--- config.mk ---
export PLATFORM = sky130hd
export DESIGN_NAME = branch_resolve
export DESIGN_NICKNAME = d
export VERILOG_FILES = /design/src/rtl/branch_resolve.sv
export SDC_FILE = /design/constraint.sdc
export NUM_CORES = 1
export LEC_CHECK = 0
export ABC_AREA = 1
export BUFFER_PORTS_ARGS = -buffer_cell sky130_fd_sc_hd__buf_2
export CORE_MARGIN = 2
export CORE_UTILIZATION = 54
export CTS_BUF_LIST = sky130_fd_sc_hd__clkbuf_16
export DETAILED_ROUTE_END_ITERATION = 12
export PLACE_DENSITY_LB_ADDON = 0.25
export SLEW_MARGIN = 40
export SYNTH_ARGS = -nofsm -noshare
export SYNTH_HDL_FRONTEND = slang
export SYNTH_SLANG_ARGS = --single-unit
--- constraint.sdc ---
create_clock -name clock -period 7.42 [get_ports clock]
set_input_delay 1.484 -clock clock [delete_from_list [all_inputs] [get_ports clock]]
set_output_delay 1.484 -clock clock [all_outputs]
set_load 0.05 [all_outputs]
--- src/rtl/branch_resolve.sv ---
// branch_resolve: evaluates decode-stage branch flags against forwarded
// operands, tracks the MIPS delay slot and issues a single registered
// fetch redirect once the delay-slot instruction has been accepted.
module branch_resolve #(
  parameter int unsigned WIDTH       = 32,
  parameter int unsigned LINK_OFFSET = 8
) (
  input  logic             clock,
  input  logic             reset,
  input  logic             in_valid,
  output logic             in_ready,
  input  logic             stall,
  input  logic             is_branch,
  input  logic             bgt,
  input  logic             beq,
  input  logic             blt,
  input  logic             rt_is_zero,
  input  logic             link_reg,
  input  logic [WIDTH-1:0] rs_value,
  input  logic [WIDTH-1:0] rt_value,
  input  logic [WIDTH-1:0] target,
  input  logic [WIDTH-1:0] pc,
  output logic             redirect_valid,
  output logic [WIDTH-1:0] redirect_pc,
  output logic             link_valid,
  output logic [WIDTH-1:0] link_value,
  output logic             branch_busy,
  output logic             delay_fault
);

  typedef enum logic [1:0] {
    IDLE = 2'd0,
    SLOT = 2'd1,
    FIRE = 2'd2
  } state_t;

  state_t           state;
  state_t           state_nxt;
  logic [WIDTH-1:0] target_q;
  logic [WIDTH-1:0] target_nxt;
  logic             redirect_valid_nxt;
  logic [WIDTH-1:0] redirect_pc_nxt;
  logic             link_valid_nxt;
  logic [WIDTH-1:0] link_value_nxt;
  logic             branch_busy_nxt;
  logic             delay_fault_nxt;

  logic             accept;
  logic [WIDTH-1:0] rt_eff;
  logic             cmp_gt;
  logic             cmp_eq;
  logic             cmp_lt;
  logic             taken;

  assign in_ready = !stall;
  assign accept   = in_valid & !stall;

  // Signed compare of rs against rt (or zero) and taken decision
  always_comb begin
    rt_eff = rt_is_zero ? '0 : rt_value;
    cmp_gt = $signed(rs_value) >  $signed(rt_eff);
    cmp_eq = rs_value == rt_eff;
    cmp_lt = $signed(rs_value) <  $signed(rt_eff);
    taken  = (bgt & cmp_gt) | (beq & cmp_eq) | (blt & cmp_lt);
  end

  // Next-state and next-output logic; pulses default low, data holds
  always_comb begin
    state_nxt          = state;
    target_nxt         = target_q;
    redirect_valid_nxt = 1'b0;
    redirect_pc_nxt    = redirect_pc;
    link_valid_nxt     = 1'b0;
    link_value_nxt     = link_value;
    delay_fault_nxt    = 1'b0;

    unique case (state)
      IDLE: begin
        if (accept && is_branch) begin
          // Link is written whether or not the branch is taken
          if (link_reg) begin
            link_valid_nxt = 1'b1;
            link_value_nxt = pc + WIDTH'(LINK_OFFSET);
          end
          if (taken) begin
            target_nxt = target;
            state_nxt  = SLOT;
          end
        end
      end
      SLOT: begin
        // A branch sitting in the delay slot is flagged, never evaluated
        if (accept) begin
          state_nxt          = FIRE;
          redirect_valid_nxt = 1'b1;
          redirect_pc_nxt    = target_q;
          delay_fault_nxt    = is_branch;
        end
      end
      FIRE: begin
        // Wrong-path instruction (if any) is dropped; stall does not hold FIRE
        state_nxt = IDLE;
      end
      default: begin
        state_nxt = IDLE;
      end
    endcase

    branch_busy_nxt = (state_nxt != IDLE);
  end

  // State and registered outputs
  always_ff @(posedge clock) begin
    if (reset) begin
      state          <= IDLE;
      target_q       <= '0;
      redirect_valid <= 1'b0;
      redirect_pc    <= '0;
      link_valid     <= 1'b0;
      link_value     <= '0;
      branch_busy    <= 1'b0;
      delay_fault    <= 1'b0;
    end else begin
      state          <= state_nxt;
      target_q       <= target_nxt;
      redirect_valid <= redirect_valid_nxt;
      redirect_pc    <= redirect_pc_nxt;
      link_valid     <= link_valid_nxt;
      link_value     <= link_value_nxt;
      branch_busy    <= branch_busy_nxt;
      delay_fault    <= delay_fault_nxt;
    end
  end

endmodule

==> impl_metrics.env <==
export IMPL_crit_start="rt_is_zero"
export IMPL_synthCells=782
export IMPL_first_pass_iters=4
export IMPL_ys_top_cells_by_area="dfxtp_1 (37%), nor2_1 (11%), nand2_1 (9.0%)"
export IMPL_swShare_pct=30.7
export IMPL_setup_ws_ns=3.19
export IMPL_core_area_um2=9860
export IMPL_skew_ns=0.00600
export IMPL_finalSetupViolCount=0
export IMPL_route_met2_wl_um=6200
export IMPL_rr_worst_depth=9
export IMPL_outcome="finished, final reports clean"
export IMPL_port_buffers=206
export IMPL_initial_core_util_pct=56.1
export IMPL_ios=207
export IMPL_grtUsageTotal_pct=23.7
export IMPL_min_from="target_q[20]"
export IMPL_post_route_drc_count=0
export IMPL_p_seq_share_pct=44.6
export IMPL_worstMarginPinSlew_ns=0.739
export IMPL_drt_total_wl_um=13000
export IMPL_grt_max_degree=66
export IMPL_register_area_um2=2040
export IMPL_antenna_found_initial=1
export IMPL_yosys_most_used_dff="dfxtp_1"
export IMPL_endpoint_kind="register"
export IMPL_power_total_w=0.00128
export IMPL_r2r_setup_slack_ns=5.15
export IMPL_period_share_pct=57.1
export IMPL_ir_drop_mv=0.127
export IMPL_min_to="target_q[20]"
export IMPL_maxCapViolations=0
export IMPL_fin_util_pct=69.8
export IMPL_cts_hold_fix_buffers=0
export IMPL_critPathKind="primary input to register"
export IMPL_cts_max_path_buffers=2
export IMPL_synth_cell_types=32
export IMPL_finalSetupTns_ns=0
export IMPL_synth_seq_area_share_pct=36.9
export IMPL_vias=5377
export IMPL_r2r_end="link_value[17]"
export IMPL_hold_viol=0
export IMPL_synth_async_sr_flop_share_pct=0
export IMPL_drive_gt1_share_pct=27.6
export IMPL_drv_slew=0
export IMPL_yosysTopAreaCell="dfxtp_1"
export IMPL_antenna_left=0
export IMPL_netlist_area_leader_share_pct=36.9
export IMPL_die_w_um=105
export IMPL_rows=36
export IMPL_hold_class="register to register"
export IMPL_routabilityCongestion=0.848
export IMPL_synth_edf_count=0
export IMPL_critPathMaxFanout=65
export IMPL_power_internal_w=0.000890
export IMPL_crit_arrival_ns=4.48
export IMPL_insertion_delay_ns=0.35
export IMPL_p_comb_share_pct=17.8
export IMPL_dp_hpwl_um=9320
export IMPL_post_cts_resize_count=0
export IMPL_yosysWarnings=0
export IMPL_fmax_ghz=0.236
export IMPL_cts_root_buf="clkbuf_16"
export IMPL_met3_wirelength_um=770
export IMPL_gr_total_overflow=0
export IMPL_clock_power_share_pct=37.6
export IMPL_dieArea_um2=11100
export IMPL_viasPerCell=4.87
export IMPL_syn_num_nets=953
export IMPL_min_period_ns=4.23
export IMPL_wl_per_cell_um=11.8
export IMPL_area_growth_pct=24.4
export IMPL_synth_area_um2=5530
export IMPL_switchingPower_w=0.000394
export IMPL_multi_input_area_um2=2970
export IMPL_worstPathRequired_ns=7.66
export IMPL_cts_setup_buffers=0
export IMPL_htreeDepth=3
export IMPL_grt_pass1_vias=4875
export IMPL_worstSetupStartpointType="primary input"
export IMPL_post_place_ws_ns=2.88
export IMPL_power_leakage_nw=3.77
export IMPL_relSlewSlack_pct=50.4
export IMPL_drt_iter0_markers=242
export IMPL_ys_ff_latch=102
export IMPL_n_fill_cell=928
export IMPL_m1WireLength_um=5700
export IMPL_min_path_cells=2
export IMPL_die_h_um=105
export IMPL_path_clk_slew_ns=0.07
export IMPL_fin_nets=1135
export IMPL_rsz0062_at_grt="no"
export IMPL_avgSynthCellArea_um2=7.08
export IMPL_numCtsBuffers=9
export IMPL_timing_rr_start="state[1]"
export IMPL_top_layer="met4"
export IMPL_cts_tree="yes"
export IMPL_grt_pass1_wl_um=21800
export IMPL_clock_sinks=102
export IMPL_power_density_nw_per_um2=186
-- power by group through the flow --
stage / clock network [W] / logic, W / registers, W
after floorplan: 0 / 0.000133 / 0.000616
after CTS: 0.000490 / 0.000230 / 0.000573
after global placement: 0 / 0.000226 / 0.000585
final: 0.000483 / 0.000228 / 0.000573
after global routing: 0.000510 / 0.000258 / 0.000575
after detailed placement: 0 / 0.000229 / 0.000585
-- synth_stat cells (3+ instances only) --
master	n
a211oi_1	3
a21oi_1	52
buf_2	6
buf_6	6
clkbuf_1	26
dfxtp_1	102
ha_1	33
inv_1	85
nand2_1	133
nand3_1	27
nand3_2	26
nand4_1	6
nor2_1	165
nor2_2	3
nor3_1	4
nor4_1	4
o21ai_0	58
xnor2_1	7
xor2_1	17
-- kinds of logic after synthesis --
group                    Yosys count  share of synthesized area, %
AO/OA/AOI/OAI                    121                          11.4
XOR/XNOR                          24                          3.80
adder cells (fa/ha/maj)           33                          7.46
buffers and inverters            126                          9.50
flip-flops                       102                          36.9
AND/OR/NAND/NOR                  376                          31.0
-- critical path, stage by stage --
cell and delay (ns):
buf_2 0.09, clkinv_1 0.57, nand2_1 0.23, ha_1 0.30, a21oi_1 0.16, o21a_1 0.13, nand2_1 0.05, a21oi_1 0.18
nand2_1 0.10, nand2_1 0.06, nand3_1 0.07, nand3_2 0.07, buf_4 0.57, nand3_1 0.19, nand2_1 0.11, nor2_1 0.04
-- per-stage QoR --
stage	hold slack, ns	area [um^2]	std cells
after floorplan	0.452	5530	782
after global placement	0.458	6570	1086
after detailed placement	0.468	6570	1086
after CTS	0.483	6880	1102
after global routing	0.505	6880	1103
final	0.486	6880	1103
-- cell usage in the layout, fill, tap and decap left out, types with 4 or more instances in the layout --
master,netlist,final
dfxtp_1,102,102
nand4_1,6,6
clkbuf_16,0,9
nor4_1,4,4
o21ai_0,58,58
nand3_2,26,26
xor2_1,17,17
nand2_1,133,133
buf_2,6,206
inv_1,85,82
buf_4,0,4
a21oi_1,52,52
nand3_1,27,27
nor2_1,165,165
xnor2_1,7,7
ha_1,33,33
-- flip-flops by register name (all words and copies together), names as in the netlist --
signal	count
redirect_pc	32
link_value	32
delay_fault	1
state	2
redirect_valid	1
link_valid	1
target_q	32
branch_busy	1
-- final cells by class --
cell class | instances | area share [%]
antenna | 1 | 0.0364
clock buffer | 9 | 3.27
clock inverter | 7 | 1.25
inverter | 87 | 4.78
multi-input combinational | 554 | 43.2
sequential | 102 | 29.7
tap | 133 | 2.42
timing repair buffer | 210 | 15.4
-- worst max path at each step --
stage / slack (ns) / to / cells after the start
2_1_floorplan: 3.86 / target_q[0] / 15
3_3_place_gp: 2.94 / target_q[14] / 17
3_5_place_dp: 2.88 / target_q[18] / 17
4_1_cts: 3.21 / target_q[11] / 16
5_1_grt: 2.77 / branch_busy / 17
6_report: 3.19 / target_q[11] / 16
-- layer usage --
layer,vias up,global-route usage (%)
li1,2855,-
met1,2339,29.3
met2,163,40.5
met3,20,4.08
met4,0,9.81
met5,-,0
Note: power is estimated with default switching activity, not from simulation.
